$ cat src/rtl/uart_rx_pkg.sv
// Shared UART definitions: default line settings, receiver/transmitter state
// encoding and the bit-period helper used by uart_rx and uart_tx.
package uart_rx_pkg;

  localparam int UART_CLK_FREQ = 100_000_000;
  localparam int UART_BAUD     = 9600;
  localparam int BAUD_CNT_W    = 27;

  typedef enum logic [1:0] {
    IDLE  = 2'd0,
    START = 2'd1,
    DATA  = 2'd2,
    STOP  = 2'd3
  } uart_state_e;

  // Whole clocks per serial bit (truncating).
  function automatic int clks_per_bit(input int clk_freq, input int baud);
    return clk_freq / baud;
  endfunction

endpackage

$ cat src/rtl/uart_baud_gen.sv
// Clearable bit-timing counter. In half-bit mode it fires half_tick after
// HALF_BIT clocks (centre of the start bit); in full-bit mode it fires
// bit_tick every CLKS_PER_BIT clocks. The counter wraps on its own tick, so
// the next interval starts without any help from the caller.
module uart_baud_gen
  import uart_rx_pkg::*;
#(
  parameter int CLKS_PER_BIT = 10416,
  parameter int HALF_BIT     = 5208
) (
  input  logic                  clk,
  input  logic                  rst,
  input  logic                  clr,
  input  logic                  full_bit,
  output logic                  half_tick,
  output logic                  bit_tick,
  output logic [BAUD_CNT_W-1:0] cnt
);

  localparam logic [BAUD_CNT_W-1:0] FULL_LAST = BAUD_CNT_W'(CLKS_PER_BIT - 1);
  localparam logic [BAUD_CNT_W-1:0] HALF_LAST = BAUD_CNT_W'(HALF_BIT - 1);

  logic [BAUD_CNT_W-1:0] cnt_q;
  logic [BAUD_CNT_W-1:0] cnt_d;

  // Tick decode and next counter value: hold at zero while cleared, wrap on a tick.
  always_comb begin
    half_tick = !clr && !full_bit && (cnt_q == HALF_LAST);
    bit_tick  = !clr &&  full_bit && (cnt_q == FULL_LAST);
    cnt_d     = cnt_q + BAUD_CNT_W'(1);
    if (clr || half_tick || bit_tick) begin
      cnt_d = '0;
    end
  end

  // Counter register.
  always_ff @(posedge clk or negedge rst) begin
    if (!rst) begin
      cnt_q <= '0;
    end else begin
      cnt_q <= cnt_d;
    end
  end

  assign cnt = cnt_q;

endmodule

$ cat src/rtl/uart_rx.sv
// 8N1-style UART receiver. The rx pin is synchronised, the start bit is
// confirmed at its centre, data bits are sampled at their centres LSB-first,
// and a good stop bit publishes the word with a one-cycle rx_valid strobe.
// A low stop bit is a framing error: the word is dropped and the receiver
// waits for the line to return high before arming again.
module uart_rx
  import uart_rx_pkg::*;
#(
  parameter int DATA_WIDTH = 8,
  parameter int CLK_FREQ   = UART_CLK_FREQ,
  parameter int BAUD       = UART_BAUD
) (
  input  logic                  clk,
  input  logic                  rst,
  input  logic                  rx,
  output logic [DATA_WIDTH-1:0] data_out,
  output logic                  rx_valid,
  output logic                  internal_baud_test,
  output logic [BAUD_CNT_W-1:0] baud_counter_test,
  output logic [DATA_WIDTH-1:0] data_rx_test,
  output logic [3:0]            data_counter_test
);

  localparam int CLKS_PER_BIT = clks_per_bit(CLK_FREQ, BAUD);
  localparam int HALF_BIT     = CLKS_PER_BIT / 2;
  localparam logic [3:0] LAST_BIT = 4'(DATA_WIDTH - 1);

  logic [1:0]            sync_q, sync_d;
  uart_state_e           state_q, state_d;
  logic [DATA_WIDTH-1:0] shift_q, shift_d;
  logic [3:0]            bit_cnt_q, bit_cnt_d;
  logic [DATA_WIDTH-1:0] data_q, data_d;
  logic                  valid_q, valid_d;
  logic                  err_q, err_d;

  logic                  rx_s;
  logic                  baud_clr;
  logic                  baud_full;
  logic                  half_tick;
  logic                  bit_tick;
  logic [BAUD_CNT_W-1:0] baud_cnt;

  assign rx_s = sync_q[1];

  // Counter idles at zero outside a frame and while waiting out a framing error;
  // derived from registered state only so the tick decode has no loop.
  assign baud_clr  = (state_q == IDLE) || ((state_q == STOP) && err_q);
  assign baud_full = (state_q == DATA) || (state_q == STOP);

  uart_baud_gen #(
    .CLKS_PER_BIT (CLKS_PER_BIT),
    .HALF_BIT     (HALF_BIT)
  ) u_baud_gen (
    .clk       (clk),
    .rst       (rst),
    .clr       (baud_clr),
    .full_bit  (baud_full),
    .half_tick (half_tick),
    .bit_tick  (bit_tick),
    .cnt       (baud_cnt)
  );

  // Two-stage synchroniser for the asynchronous rx pin.
  always_comb begin
    sync_d = {sync_q[0], rx};
  end

  // Frame FSM, shift register and output word: next-state logic.
  always_comb begin
    state_d   = state_q;
    shift_d   = shift_q;
    bit_cnt_d = bit_cnt_q;
    data_d    = data_q;
    valid_d   = 1'b0;
    err_d     = err_q;
    unique case (state_q)
      IDLE: begin
        if (!rx_s) begin
          state_d   = START;
          bit_cnt_d = '0;
        end
      end
      START: begin
        if (half_tick) begin
          state_d = rx_s ? IDLE : DATA;
        end
      end
      DATA: begin
        if (bit_tick) begin
          shift_d                 = shift_q >> 1;
          shift_d[DATA_WIDTH-1]   = rx_s;
          bit_cnt_d               = bit_cnt_q + 4'd1;
          if (bit_cnt_q == LAST_BIT) begin
            state_d = STOP;
          end
        end
      end
      STOP: begin
        if (err_q) begin
          if (rx_s) begin
            err_d   = 1'b0;
            state_d = IDLE;
          end
        end else if (bit_tick) begin
          if (rx_s) begin
            data_d  = shift_q;
            valid_d = 1'b1;
            state_d = IDLE;
          end else begin
            err_d = 1'b1;
          end
        end
      end
      default: state_d = IDLE;
    endcase
  end

  // State and datapath registers; everything aborts on reset.
  always_ff @(posedge clk or negedge rst) begin
    if (!rst) begin
      sync_q    <= 2'b11;
      state_q   <= IDLE;
      shift_q   <= '0;
      bit_cnt_q <= '0;
      data_q    <= '0;
      valid_q   <= 1'b0;
      err_q     <= 1'b0;
    end else begin
      sync_q    <= sync_d;
      state_q   <= state_d;
      shift_q   <= shift_d;
      bit_cnt_q <= bit_cnt_d;
      data_q    <= data_d;
      valid_q   <= valid_d;
      err_q     <= err_d;
    end
  end

  assign data_out           = data_q;
  assign rx_valid           = valid_q;
  assign internal_baud_test = bit_tick;
  assign baud_counter_test  = baud_cnt;
  assign data_rx_test       = shift_q;
  assign data_counter_test  = bit_cnt_q;

endmodule

$ cat config.mk
export PLATFORM = sky130hd
export DESIGN_NAME = uart_rx
export DESIGN_NICKNAME = d
export VERILOG_FILES = /design/src/rtl/uart_rx_pkg.sv /design/src/rtl/uart_baud_gen.sv /design/src/rtl/uart_rx.sv
export SDC_FILE = /design/constraint.sdc
export NUM_CORES = 1
export LEC_CHECK = 0
export ABC_CLOCK_PERIOD_IN_PS = 3680
export CAP_MARGIN = 20
export CORE_ASPECT_RATIO = 0.7
export CORE_MARGIN = 5
export CORE_UTILIZATION = 35
export CTS_BUF_LIST = sky130_fd_sc_hd__clkbuf_8
export DETAILED_ROUTE_END_ITERATION = 16
export PLACE_DENSITY = 0.67
export SYNTH_ARGS = -nofsm -noshare
export SYNTH_HDL_FRONTEND = slang
export SYNTH_SLANG_ARGS = --single-unit
export TNS_END_PERCENT = 20
$ cat constraint.sdc
create_clock -name clk -period 3.68 [get_ports clk]
set_clock_uncertainty 0.2 [all_clocks]
set_input_delay 0.736 -clock clk [delete_from_list [all_inputs] [get_ports clk]]
set_output_delay 0.736 -clock clk [all_outputs]
set_load 0.02 [all_outputs]
==> results by group <==
Pwr
  • Static Leak: 1.44 nW
  • PnR Total Power: 0.948 mW
  • PwrDens: 294 mW/mm²
  • VDD IR-drop max: 0.000124 V

Critical path
  • Worst EP required: 2.74 ns
  • Worst path slowest cell: or4b_1
  • CP Class: flop to output port
  • CP max stage delay: 0.57 ns
  • Worst Path Arrival: 2.29 ns
  • Crit path cell chain: ha_1 > nand3_1 > or4b_1 > nor2_1 > and3_1 > dlymetal6s2s_1
  • Max Fanout on Critical Path: 5
  • Worst Setup Start Kind: flop
  • CP endpoint kind: output port

GRT
  • Vias in the first global route: 1860
  • Number of antenna violations at the first check in global routing: 0
  • GRT overflow: 0
  • First-pass GRT wire length: 9.85 mm
  • Total GRT Usage: 13.8%
  • Pin count of the biggest net entering global routing: 28

Detailed routing
  • Routed Antenna Nets: 0
  • DRT Wirelength: 5.80 mm
  • TritonRoute pass-1 iters: 4
  • DR iter-0 viols: 54
  • Vias: 1880
  • Drc violations: 0
  • Drt wl/cell: 15.2 µm
  • Via density: 4.93

STA
  • Final worst path period need: 3.23 ns
  • Fin crit share: 87.7%
  • Fin. Hold Viols: 0
  • Count of pins over their slew limit: 0
  • Relative max-transition margin: 30.9%
  • RSZ-0062 raised after global routing: no
  • F_max: 310 MHz
  • Final setup vio count: 0
  • Worst-margin pin slew: 1.02 ns
  • Setup TNS: 0 ns

Floorplanning
  • Die ar.: 0.00892 mm²
  • Die width: 111 µm
  • Initial Util: 36.5%
  • Num rows: 25
  • Die Y: 80.5 µm
  • Core ar.: 0.00682 mm²
  • # IOs: 52

Logic synthesis
  • Most common library cells after synthesis: 51 x dfrtp_1, 34 x nor2_1, 18 x xor2_1
  • Top-count cell post-synth: dfrtp_1
  • Synth area leader: dfrtp_1
  • Yosys cell types: 40
  • Syn Inst Count: 229
  • Mapped Nets: 234
  • Post-synth top area share: 51.3%
  • Register area share after synthesis: 53.4%
  • Area contributors post-synth: dfrtp_1 51%, mux2_2 7.2%, xor2_1 6.3%, nor2_1 5.1%, nand3_1 3.0%
  • Syn Area/Cell: 10.9 µm²
  • Warnings from Yosys: 0
  • Prevailing post-synth register cell: dfrtp_1
  • Async SR Flop Fraction: 100%
  • Flops & latches, synth: 53
  • EDFF count, synth: 0
  • Mapped Area: 0.00249 mm²

Min path
  • HP Class: flop to flop

Placement
  • DP Cell Count: 373
  • HPWL Detailed: 4.24 mm
  • Port-buffer cells: 51
  • GP Congestion: 0.837

Clock tree
  • H-tree depth: 2
  • CTS root buffer: clkbuf_8
  • TritonCTS clock tree: yes
  • Sink Count: 53
  • Clock latency on the worst-skew pair: 0.31 ns
  • Clock slew at reported path FFs: 0.10 ns
  • Clock Tree Buf Depth: 2
  • Num CTS Buffers: 5

Final layout
  • Nets: 291
  • ANT cells: 0
  • Share of layout cells above drive strength 1: 12.9%
  • Cell Count, Final, Fillers Out: 381
  • Area Growth Syn to Fin: 29.6%

Run
  • MaxCap Viol Count: 0

Outcome
  • Status: complete, no violations
-- metal layers --
layer	wire length, µm	GRT usage (%)	vias up
met2	2400	19.4	41
met5	0	0	-
met1	3030	20.6	916
met3	318	4.14	5
li1	-	-	918
met4	53	3.32	0
-- state kept, by name, indices dropped and copies added, names as in the netlist, named ones only --
name,cells
data_counter_test,4
data_out,8
data_rx_test,8
err_q,1
rx_valid,1
state_q,1
sync_q,2
u_baud_gen.cnt,27
-- cells in the final DEF (no fill, tap or decap), drive strengths merged, types with 2 or more instances in the layout --
cell type,n
dfrtp,51
and2,3
buf,8
nand2,13
ha,2
o21ai,3
clkdlybuf4s50,49
clkbuf,5
xnor2,7
mux2,16
nor4b,2
nor2,34
nor4,6
and3,7
and4,4
dfstp,2
a21oi,4
nand4,6
clkinvlp,2
nor3,5
xor2,18
nand3,15
inv,7
-- layout make-up --
cell class / count / area [µm²]
Inverter: 6 / 22.5
Multi-Input combinational cell: 162 / 1100
Tap cell: 94 / 118
Clock buffer: 5 / 68.8
Timing Repair Buffer: 58 / 561
Fill cell: 678 / 3600
Clock inverter: 3 / 26.3
Sequential cell: 53 / 1330
-- power breakdown --
part | leakage (nW) | internal (mW) | switching [mW]
Clock | 0.0423 | 0.139 | 0.210
Combinational | 0.682 | 0.00289 | 0.0119
Sequential | 0.719 | 0.584 | 0.00115
-- critical path: cells and delay by family, from the launching register on --
family,cells,cell delay [ns]
adders and majority gates,1,0.27
buffers and inverters,1,0.23
DFF,1,0.43
and+or+nand+nor,4,1.06
-- through the flow --
stage          cell area [µm²]  util, %  setup slack (ns)  hold slack, ns
6_report                  3220     47.3             0.451           0.167
5_1_grt                   3220     47.3             0.258           0.171
4_1_cts                   3220     47.2            0.0378           0.169
3_5_place_dp              3130     45.8             0.393           0.152
3_3_place_gp              3130     45.8             0.444           0.147
2_1_floorplan             2490        -             0.781           0.145
-- what timing repair did --
action                     CTS  global route
resized for setup            0             1
hold endpoints to repair     0             0
setup endpoints to repair    0             1
hold buffers                 0             0
buffers inserted             0             0
-- kinds of logic (layout without fill, tap and decap cells) --
group,count (synthesis),count (layout),synth area share [%]
AND/OR/NAND/NOR,103,103,22.7
flip-flops,53,53,53.4
XOR/XNOR,25,25,8.81
multiplexers,17,17,7.65
AO/OA/AOI/OAI,15,15,3.98
buffers and inverters,14,72,2.37
adder cells (fa/ha/maj),2,2,1.01
-- worst paths after layout --
| path | end | from | slack (ns) | cells after the start |
|---|---|---|---|---|
| max | internal_baud_test | u_baud_gen.cnt[0] | 0.45 | 6 |
| min | sync_q[1] | sync_q[0] | 0.17 | 0 |
| max reg2reg | data_out[5] | u_baud_gen.cnt[0] | 0.76 | 6 |
| min reg2reg | sync_q[1] | sync_q[0] | 0.17 | 0 |
| max in group asynchronous | sync_q[1] | rst | 2.40 | 2 |
| min in group asynchronous | u_baud_gen.cnt[1] | rst | 0.20 | 1 |
Note: power is estimated with default switching activity, not from simulation.
